`config.mk`:
```
export PLATFORM = sky130hd
export DESIGN_NAME = jpeg_bit_packer
export DESIGN_NICKNAME = d
export VERILOG_FILES = /design/src/rtl/jpeg_pkg.sv /design/src/rtl/jpeg_code_mask.sv /design/src/rtl/jpeg_bit_packer.sv
export SDC_FILE = /design/constraint.sdc
export NUM_CORES = 1
export LEC_CHECK = 0
export BUFFER_PORTS_ARGS = -buffer_cell sky130_fd_sc_hd__buf_2
export CAP_MARGIN = 20
export CORE_ASPECT_RATIO = 0.7
export CORE_MARGIN = 2
export CORE_UTILIZATION = 31
export CTS_CLUSTER_SIZE = 25
export DETAILED_ROUTE_END_ITERATION = 10
export GPL_TIMING_DRIVEN = 1
export PLACE_DENSITY = 0.45
export SETUP_SLACK_MARGIN = 0.1
export SYNTH_ARGS = -nofsm -noshare
export SYNTH_HDL_FRONTEND = slang
export SYNTH_SLANG_ARGS = --single-unit
export TNS_END_PERCENT = 30
```
`constraint.sdc`:
```
create_clock -name clock -period 7.7 [get_ports clock]
set_input_delay 0.385 -clock clock [delete_from_list [all_inputs] [get_ports clock]]
set_output_delay 0.385 -clock clock [all_outputs]
set_load 0.02 [all_outputs]
```
`src/rtl/jpeg_pkg.sv`:
```
// Shared definitions for the JPEG entropy-coded-segment bit packer:
// packer state encoding, marker/stuff byte values, maximum code length.
package jpeg_pkg;

    typedef enum logic [1:0] {
        ST_RUN   = 2'd0,
        ST_STUFF = 2'd1,
        ST_FLUSH = 2'd2
    } pack_state_e;

    localparam logic [7:0] JPEG_STUFF_BYTE    = 8'h00;
    localparam logic [7:0] JPEG_MARKER_PREFIX = 8'hFF;
    localparam int         MAX_LEN            = 16;

    // Ones filling the low (8-n) bits of a byte holding n valid bits.
    function automatic logic [7:0] pad_ones(input logic [2:0] n);
        return 8'hFF >> n;
    endfunction

endpackage

```
`src/rtl/jpeg_code_mask.sv`:
```
// Clamps a Huffman code length to MAX_LEN and clears code bits above it.
// Ports: i_code/i_length raw input, o_code masked code, o_length clamped length.
module jpeg_code_mask #(
    parameter int MAX_LEN = jpeg_pkg::MAX_LEN
) (
    input  logic [MAX_LEN-1:0] i_code,
    input  logic [4:0]         i_length,
    output logic [MAX_LEN-1:0] o_code,
    output logic [4:0]         o_length
);

    assign o_length = (i_length > 5'(MAX_LEN)) ? 5'(MAX_LEN) : i_length;

    always_comb begin
        o_code = '0;
        for (int i = 0; i < MAX_LEN; i++) begin
            o_code[i] = i_code[i] && (i < int'(o_length));
        end
    end

endmodule

```
`src/rtl/jpeg_bit_packer.sv`:
```
// Packs (code, length) pairs MSB-first into bytes with 0xFF/0x00 stuffing
// and 1-bit padding on flush.
// Ports: clock/reset (async high), in_* code stream (valid/ready),
// flush pulse, out_* byte stream (valid/ready), flush_done pulse,
// bit_count = bits held in the accumulator (including the byte on offer).
module jpeg_bit_packer #(
    parameter int MAX_LEN  = jpeg_pkg::MAX_LEN,
    parameter int ACC_W    = 32,
    parameter bit STUFF_EN = 1'b1
) (
    input  logic               clock,
    input  logic               reset,
    input  logic               in_valid,
    output logic               in_ready,
    input  logic [MAX_LEN-1:0] in_code,
    input  logic [4:0]         in_length,
    input  logic               flush,
    output logic               out_valid,
    input  logic               out_ready,
    output logic [7:0]         out_byte,
    output logic               flush_done,
    output logic [5:0]         bit_count
);

    import jpeg_pkg::*;

    pack_state_e        r_state;
    pack_state_e        r_ret;
    logic [ACC_W-1:0]   r_acc;
    logic [5:0]         r_cnt;
    logic               r_out_valid;
    logic [7:0]         r_out_byte;
    logic               r_flush_done;

    pack_state_e        w_state_nxt;
    pack_state_e        w_ret_nxt;
    logic [ACC_W-1:0]   w_acc_sh;
    logic [ACC_W-1:0]   w_acc_nxt;
    logic [5:0]         w_cnt_sh;
    logic [5:0]         w_cnt_nxt;
    logic [MAX_LEN-1:0] w_code;
    logic [4:0]         w_len;
    logic [6:0]         w_sh;
    logic               w_in_fire;
    logic               w_out_fire;
    logic               w_stuff_trig;
    logic               w_ov_nxt;
    logic [7:0]         w_ob_nxt;
    logic               w_fd_nxt;

    jpeg_code_mask #(
        .MAX_LEN (MAX_LEN)
    ) u_mask (
        .i_code   (in_code),
        .i_length (in_length),
        .o_code   (w_code),
        .o_length (w_len)
    );

    assign in_ready   = (r_state == ST_RUN) &&
                        (r_cnt <= 6'(ACC_W - MAX_LEN - 1));
    assign w_in_fire  = in_valid && in_ready;
    assign w_out_fire = r_out_valid && out_ready;

    // A data or pad byte of 0xFF leaving the packer needs a 0x00 behind it.
    assign w_stuff_trig = STUFF_EN && w_out_fire &&
                          (r_state != ST_STUFF) &&
                          (r_out_byte == JPEG_MARKER_PREFIX);

    always_comb begin
        w_state_nxt = r_state;
        w_ret_nxt   = r_ret;
        w_acc_sh    = r_acc;
        w_cnt_sh    = r_cnt;
        unique case (r_state)
            ST_RUN: begin
                if (w_out_fire) begin
                    w_acc_sh = r_acc << 8;
                    w_cnt_sh = r_cnt - 6'd8;
                end
                if (w_stuff_trig) begin
                    w_state_nxt = ST_STUFF;
                    w_ret_nxt   = flush ? ST_FLUSH : ST_RUN;
                end else if (flush) begin
                    w_state_nxt = ST_FLUSH;
                end
            end
            ST_STUFF: begin
                if (w_out_fire) begin
                    w_state_nxt = r_ret;
                end
            end
            ST_FLUSH: begin
                if (w_out_fire) begin
                    // A partial byte went out padded: nothing is left behind.
                    if (r_cnt >= 6'd8) begin
                        w_acc_sh = r_acc << 8;
                        w_cnt_sh = r_cnt - 6'd8;
                    end else begin
                        w_acc_sh = '0;
                        w_cnt_sh = '0;
                    end
                    if (w_stuff_trig) begin
                        w_state_nxt = ST_STUFF;
                        w_ret_nxt   = ST_FLUSH;
                    end
                end else if (r_cnt == 6'd0) begin
                    w_state_nxt = ST_RUN;
                end
            end
            default: begin
                w_state_nxt = ST_RUN;
            end
        endcase
    end

    // New code lands directly below the bits still held after any emit.
    assign w_sh = 7'(ACC_W) - {1'b0, w_cnt_sh} - {2'b0, w_len};

    always_comb begin
        w_acc_nxt = w_acc_sh;
        w_cnt_nxt = w_cnt_sh;
        if (w_in_fire) begin
            w_acc_nxt = w_acc_sh |
                        ({{(ACC_W-MAX_LEN){1'b0}}, w_code} << w_sh);
            w_cnt_nxt = w_cnt_sh + {1'b0, w_len};
        end
    end

    // Outputs are registered from the next state so they hold steady
    // while the downstream stalls.
    always_comb begin
        w_ov_nxt = 1'b0;
        w_ob_nxt = w_acc_nxt[ACC_W-1 -: 8];
        w_fd_nxt = 1'b0;
        unique case (w_state_nxt)
            ST_STUFF: begin
                w_ov_nxt = 1'b1;
                w_ob_nxt = JPEG_STUFF_BYTE;
            end
            ST_FLUSH: begin
                w_ov_nxt = (w_cnt_nxt != 6'd0);
                w_fd_nxt = (w_cnt_nxt == 6'd0);
                if (w_cnt_nxt < 6'd8) begin
                    w_ob_nxt = w_acc_nxt[ACC_W-1 -: 8] |
                               pad_ones(w_cnt_nxt[2:0]);
                end
            end
            default: begin
                w_ov_nxt = (w_cnt_nxt >= 6'd8);
            end
        endcase
    end

    always_ff @(posedge clock or posedge reset) begin
        if (reset) begin
            r_state      <= ST_RUN;
            r_ret        <= ST_RUN;
            r_acc        <= '0;
            r_cnt        <= '0;
            r_out_valid  <= 1'b0;
            r_out_byte   <= 8'h00;
            r_flush_done <= 1'b0;
        end else begin
            r_state      <= w_state_nxt;
            r_ret        <= w_ret_nxt;
            r_acc        <= w_acc_nxt;
            r_cnt        <= w_cnt_nxt;
            r_out_valid  <= w_ov_nxt;
            r_out_byte   <= w_ob_nxt;
            r_flush_done <= w_fd_nxt;
        end
    end

    assign out_valid  = r_out_valid;
    assign out_byte   = r_out_byte;
    assign flush_done = r_flush_done;
    assign bit_count  = r_cnt;

endmodule

```
Yosys cells after proc, flatten, opt, wreduce, memory -nomap -nowiden
Cells that the tools add are included.
{ "word_totals": {"ff_bits": 52, "in_bits": 26, "word_cells": 99} }
{ "op_classes": {"n_addsub": 4, "magnitude_cmp": 21, "eq_ne": 9, "n_shift": 2, "mux": 27, "n_bitwise": 2, "reduce_logical": 27} }
{ "ops": {"columns": ["cell", "n"], "rows": [
  ["two-way mux 32 bit", 4],
  ["case mux 32 bit (2 select lines)", 1],
  ["< comparator 4 x 5 -> 1 bit (first input constant)", 8],
  ["OR 32 bit", 1],
  ["<< shifter 16 x 7 -> 32 bit", 1],
  ["two-way mux 6 bit", 4],
  ["logical AND 1 bit", 21],
  ["< comparator 3 x 5 -> 1 bit (first input constant)", 4],
  ["two-way mux 2 bit", 10],
  ["case mux 8 bit (2 select lines)", 1],
  [">= comparator 6 x 4 -> 1 bit (second input constant)", 2],
  ["logical NOT 6 bit", 2],
  ["case mux 6 bit (2 select lines)", 1],
  ["< comparator 1 x 5 -> 1 bit (first input constant)", 2],
  ["< comparator 2 x 5 -> 1 bit (first input constant)", 2],
  ["equality test 8 bit (second input constant)", 1],
  ["two-way mux 8 bit", 1],
  ["OR 8 bit", 1],
  ["right shift 8 x 3 -> 8 bit (first input constant)", 1],
  ["subtractor 6 x 6 -> 7 bit (first input constant)", 1],
  ["subtractor 7 x 5 -> 7 bit", 1],
  ["adder 6 x 5 -> 6 bit", 1],
  ["less-or-equal comparator 6 x 4 -> 1 bit (second input constant)", 1],
  ["< comparator 6 x 4 -> 1 bit (second input constant)", 1],
  ["15 further kinds", 19]
]} }

Logic depth before layout (Yosys ltp)
{ "logic_depth": {"word_depth": 12, "mapped_depth": 17, "depth_no_buf": 16} }

Modules after synthesis
From an unflattened synthesis, not the netlist that was laid out.
{ "unflattened": {"cells_unflattened": 440, "area_unflattened_um2": 3906.2} }
{ "modules_own_cells": {"columns": ["module", "instances", "cells_each", "area_per_inst_um2", "seq_area_each_um2"], "rows": [
  ["jpeg_bit_packer", 1, 399, 3648.5, 1276.2],
  ["jpeg_code_mask", 1, 41, 257.7, 0.0]
]} }

Least setup slack after synthesis
OpenSTA, ideal clock, no wires.
{ "synth_path": {"kind": "register to register", "from": "reg r_cnt[4] (netlist: bit_count[4])", "to": "reg r_out_byte[5] (netlist: out_byte[5])", "setup_ns": 0.082, "arrival_ns": 3.850, "setup_slack_ns": 3.768, "path_stages_with_launch": 17, "path_buffers": 1, "period_less_slack_ns": 3.932, "path_cell_list": "dfrtp_1 -> nor4b_4 -> nand2_1 -> nand2_1 -> inv_1 -> ha_1 -> inv_1 -> ha_1 -> inv_1 -> fa_1 -> inv_1 -> buf_1 -> mux4_2 -> o21ai_1 -> a211oi_2 -> a211o_1 -> a31oi_1"} }
{ "synth_via": {"elab_chain_len": 12, "elab_cells_between_ends": 30, "classes_between": "4 x add/sub; 3 x order compare; 2 x eq/ne; 2 x shift; 14 x mux; 2 x bitwise; 3 x reduce/logical"} }
{ "synth_lines": {"columns": ["item", "line", "text"], "rows": [
  ["start: declaration", "jpeg_bit_packer.sv:30", "logic [5:0] r_cnt;"],
  ["start signal: assignment", "jpeg_bit_packer.sv:168", "r_cnt <= w_cnt_nxt;"],
  ["subtractor 6 x 4 -> 6 bit / >= comparator 6 x 4 -> 1 bit (equally long branches)", "jpeg_bit_packer.sv:79, jpeg_bit_packer.sv:98, jpeg_bit_packer.sv:96", null],
  ["two-way mux 6 bit", "jpeg_bit_packer.sv:96", "if (r_cnt >= 6'd8) begin"],
  ["two-way mux 6 bit", "jpeg_bit_packer.sv:94", "if (w_out_fire) begin"],
  ["case mux 6 bit (2 select lines)", "jpeg_bit_packer.sv:75", "unique case (r_state)"],
  ["subtractor 6 x 6 -> 7 bit", "jpeg_bit_packer.sv:118", "assign w_sh = 7'(ACC_W) - {1'b0, w_cnt_sh} - {2'b0, w_len};"],
  ["subtractor 7 x 5 -> 7 bit", "jpeg_bit_packer.sv:118", null],
  ["<< shifter 16 x 7 -> 32 bit", "jpeg_bit_packer.sv:125", "({{(ACC_W-MAX_LEN){1'b0}}, w_code} << w_sh);"],
  ["OR 32 bit", "jpeg_bit_packer.sv:124", "w_acc_nxt = w_acc_sh |"],
  ["two-way mux 32 bit", "jpeg_bit_packer.sv:123", "if (w_in_fire) begin"],
  ["OR 8 bit", "jpeg_bit_packer.sv:145", "w_ob_nxt = w_acc_nxt[ACC_W-1 -: 8] |"],
  ["two-way mux 8 bit", "jpeg_bit_packer.sv:144", "if (w_cnt_nxt < 6'd8) begin"],
  ["case mux 8 bit (2 select lines) (*)", "jpeg_bit_packer.sv:136", "unique case (w_state_nxt)"],
  ["net w_ob_nxt[5]", "jpeg_bit_packer.sv:48", "logic [7:0] w_ob_nxt;"],
  ["end signal: assignment", "jpeg_bit_packer.sv:170", "r_out_byte <= w_ob_nxt;"],
  ["end: declaration", "jpeg_bit_packer.sv:32", "logic [7:0] r_out_byte;"]
]} }
The timed path passes the listed nets; every way through them passes the cells marked *.
A chain may end at the register's enable or synchronous reset.

Worst setup path in the final report
{ "layout_path": {"from": "reg r_cnt[4] (netlist: bit_count[4])", "to": "reg r_out_byte[2] (netlist: out_byte[2])"} }
{ "layout_via": {"elab_chain_len": 12, "elab_cells_between_ends": 30, "classes_between": "4 x add/sub; 3 x order compare; 2 x eq/ne; 2 x shift; 14 x mux; 2 x bitwise; 3 x reduce/logical"} }
{ "layout_lines": {"columns": ["item", "line", "text"], "rows": [
  ["subtractor 6 x 4 -> 6 bit / >= comparator 6 x 4 -> 1 bit (equally long branches)", "jpeg_bit_packer.sv:79, jpeg_bit_packer.sv:98, jpeg_bit_packer.sv:96", null],
  ["two-way mux 6 bit", "jpeg_bit_packer.sv:96", null],
  ["two-way mux 6 bit", "jpeg_bit_packer.sv:94", null],
  ["case mux 6 bit (2 select lines)", "jpeg_bit_packer.sv:75", null],
  ["subtractor 6 x 6 -> 7 bit", "jpeg_bit_packer.sv:118", null],
  ["subtractor 7 x 5 -> 7 bit", "jpeg_bit_packer.sv:118", null],
  ["<< shifter 16 x 7 -> 32 bit", "jpeg_bit_packer.sv:125", null],
  ["OR 32 bit", "jpeg_bit_packer.sv:124", null],
  ["two-way mux 32 bit (*)", "jpeg_bit_packer.sv:123", null],
  ["net w_acc_nxt[26]", "jpeg_bit_packer.sv:38", "logic [ACC_W-1:0] w_acc_nxt;"],
  ["OR 8 bit", "jpeg_bit_packer.sv:145", null],
  ["two-way mux 8 bit", "jpeg_bit_packer.sv:144", null],
  ["case mux 8 bit (2 select lines) (*)", "jpeg_bit_packer.sv:136", null],
  ["net w_ob_nxt[2]", "jpeg_bit_packer.sv:48", null]
]} }
Marks and branches as above.

==> results.md <==
Outcome:
- The flow ran to the end, and the final reports show no timing, DRC or antenna violations.

Timing:
- Across the routed clock network, the largest skew measured is 0.007857 ns.
- The highest clock rate is 0.2119 GHz.
- The transition time at the pin with the least slew margin is 0.8093 ns.
- The shortest clock period the worst path allows after layout is 4.719 ns.
- Across all setup checks in the final design, the least slack found is 2.981 ns.
- In the final timing run, aggregate negative setup slack is 0 ns.
- Setup repair after global routing left no endpoint under its margin.
- The remaining max-slew budget at the tightest pin is 45.85%.
- After layout, the worst path uses 61.29% of the clock period.
- The number of endpoints failing setup at the final stage is 0.
- The number of hold violations in the final report is 0.
- The max-slew violation count is 0.

Clock network:
- The quantity of gates resized following cts is 0.
- After clock tree synthesis, the clock-pin slew on the worst setup and hold paths is 0.07 ns.
- The clock sink count is 51.
- The root cell of the clock tree is clkbuf_16.
- TritonCTS built the clock tree.
- The clock reaches the later pin of the worst-skew pair after 0.30 ns.
- The number of hold buffers added after CTS was 0.
- In this run the number of H-tree levels came out at 2.
- The total CTS buffers is 5.
- The clock tree buffer depth is 2.
- The number of setup buffers added after CTS is 0.

Pwr:
- The power density over the cells is 486.4 mW/mm^2.
- The worst-case IR drop observed on VDD is 200.9 uV.
- The leakage power of the design is 0.002156 uW.

Logic synthesis:
- Counting every net in the synthesized netlist gives 570.
- Each instance of the synthesized netlist takes up on average 8.656 um^2.
- Counting flops and latches in the post-synthesis netlist gives 51.
- After synthesis the cells add up to 0.004536 mm^2.
- Of the total synthesized cell area, the portion taken by XOR and XNOR cells is 1.683%.
- Of the post-synthesis cell area, the dominant cell type holds 28.14%.
- For this run, asynchronously set or reset flops after synthesis account for 100.0%.
- Summing the sequential cell areas from Yosys gives 28.14% of the chip area.
- The yosys synthesis warning count is 0.
- The cell accounting for the most synthesized area is dfrtp_1.
- Of the total synthesized cell area, the portion taken by full adders, half adders and majority gates is 5.848%.
- The synthesized netlist devotes 19.64% of its cell area to simple gates.
- The compound-cell area share of the yosys netlist is 32.55%.
- After synthesis, the share of cell area in mux cells is 5.766%.
- The synthesized design contains 0 enable-type register cells.
- For this run, the leading register cell type out of synthesis is dfrtp_1.
- After synthesis, the cell types taking the most area are dfrtp_1 28%, ha_1 5.0%, nand2_1 4.5%.
- After synthesis, the largest family of logic cells by area is compound AO/OA/AOI/OAI gates.
- The count of cell types in the netlist is 93.
- After technology mapping, the gate count stands at 524.

Route:
- The detailed router placed 4401 vias in this run.
- The final layout contains routed wiring with a total length of 15540 um.
- For this block, the initial DRC count from the detailed router was 309.
- The detailed-route DRC error count is 0.
- After detailed routing, the average wire length per cell comes to 21.11 um.
- The pre-antenna-repair detailed-routing pass consisted of 5 iterations.
- The number of routed nets with antenna violations is 0.
- After detailed routing, the number of vias per cell comes to 5.980.

Final layout:
- The most common library cell in the layout ignoring fill and taps is nand2_1.
- In the final design database the tool counted 591 nets.
- The final standard cell count with taps included and fillers excluded is 736.
- The final cell area excluding filler cells is 0.005031 mm^2.
- Once layout is complete, the utilization of the core stands at 35.69%.
- The area added between synthesis and finish is 10.92%.
- The layout has 1483 filler cells.
- The storage element area is 0.001276 mm^2.
- The library cells used most frequently in the layout, excluding fill and tap cells, are 54 x nand2_1, 51 x dfrtp_1, 42 x buf_2.
- The multi-input gate area in the final layout is 0.002970 mm^2.
- The proportion of layout cells with a drive suffix above 1 is 18.13%.
- The number of antenna cells inserted is 0.

Placed design:
- The placer congestion estimate is 0.8875.
- The placed cell count is 728.
- The wire-length estimate of the detail-placed layout is 12060 um.
- The setup slack after placement is 3.029 ns.
- The number of I/O port buffers is 42.
- After detailed placement, the total cell area comes to 0.004876 mm^2.

Setup path:
- The worst setup path is launched from a flop.
- The data required time of the worst path is 7.94 ns.
- The critical path is of the flop to flop type.
- The slack of the worst reg-to-reg path is 2.98 ns.
- Of all nets on the critical path, the largest fanout is 33.
- The critical path arrival is 4.96 ns.
- The number of cells on the worst reg-to-reg path is 16.
- The endpoint type of the worst setup path is a flop.

Die:
- The total area inside the core boundary comes to 0.01410 mm^2.
- The total I/O pin count is 43.
- The floorplan step set the die height to 105.2 um.
- The site row count is 36.
- Once the floorplan was initialized, standard cells occupied 32.17% of the core.
- The x dimension of the die is 148.6 um.
- The area enclosed by the die boundary is 0.01563 mm^2.

Global routing:
- The remaining global-route overflow is 0.
- The number of global-route vias before repair was 4201.
- The number of antenna violations at the first check in global routing was 0.
- The global-route usage over all layers is 20.42%.
- The global-route wire length before repair is 24780 um.
- The pin count of the biggest net entering global routing is 39.

Job:
- The number of max-capacitance violations reported is 0.

Min path:
- The worst hold path belongs to the class input pin to async pin.
==> path summary, 6_finish.rpt <==
| check | start | end |
|---|---|---|
| setup / recovery | bit_count[4]$_DFF_PP0_ | out_byte[2]$_DFF_PP0_ |
| hold / removal | reset | r_acc[28]$_DFF_PP0_ |
| setup reg to reg | bit_count[4]$_DFF_PP0_ | out_byte[2]$_DFF_PP0_ |
| hold reg to reg | r_acc[1]$_DFF_PP0_ | r_acc[1]$_DFF_PP0_ |
| max in group asynchronous | reset | r_ret[1]$_DFFE_PP0P_ |
| min in group clock | flush | r_ret[1]$_DFFE_PP0P_ |
==> metal layers <==
layer,global-route usage [%],part of all wire [%]
met5,0,0
met4,3.810,1.2
met3,3.188,4.4
met2,29.63,43
met1,31.77,52
==> kinds of logic (layout without fill, tap and decap cells) <==
| group | count (synthesis) | after routing |
|---|---|---|
| AOI/OAI and AO/OA | 194 | 194 |
| xor gates and xnor gates | 7 | 7 |
| adders and majority gates | 20 | 20 |
| buffers and inverters | 62 | 84 |
| DFF | 51 | 51 |
| muxes | 19 | 19 |
| and+or+nand+nor | 171 | 171 |
==> registers in the layout, indices dropped and copies added, names as in the netlist <==
signal      count
out_valid       1
bit_count       6
flush_done      1
out_byte        8
r_ret           1
r_state         2
r_acc          32
==> synthesized netlist by cell type, drive strengths merged (7+ instances only) <==
cell,count
a211oi,10
ha,18
nor3,15
nand3,17
nand2,55
buf,23
o31ai,7
inv,23
a31oi,12
a22oi,16
clkbuf,16
o211ai,8
nor2,31
mux2i,10
o21ai,37
a22o,10
nor4,8
a21oi,21
dfrtp,51
and3,8
a311oi,7
==> critical path, cell delays in order (launching register included) <==
cell and delay, ns:
dfrtp_1 0.48, nor4b_4 0.43, nand2_1 0.15, nand2_1 0.14, inv_1 0.12, ha_1 0.34
inv_1 0.07, ha_1 0.20, inv_1 0.07, fa_1 0.50, buf_4 0.34, inv_1 0.33
a2111oi_1 0.48, nor3_1 0.14, o31a_1 0.30, o31ai_2 0.35, o22a_1 0.21
==> cell type report <==
cell class | count | area share, %
Tap cell | 190 | 4.725
Sequential cell | 51 | 25.37
Clock buffer | 6 | 2.761
Clock inverter | 2 | 0.3233
Timing Repair Buffer | 53 | 6.068
Multi-Input combinational cell | 411 | 59.04
Inverter | 23 | 1.716
==> stage by stage <==
stage / power (uW) / hold WS (ns)
after floorplan: 1685 / 0.4441
after global placement: 2197 / 0.4597
after detailed placement: 2186 / 0.4628
after CTS: 2430 / 0.1554
after global routing: 2641 / 0.1739
final: 2447 / 0.1370
==> report_power, final <==
group / leakage [uW] / internal (uW) / switching, uW / total, uW
clock: 0.0000731 / 130 / 105 / 235
sequential: 0.000694 / 335 / 54.2 / 390
combinational: 0.00139 / 621 / 1200 / 1820
No activity file was read; power rests on OpenSTA's default activity.
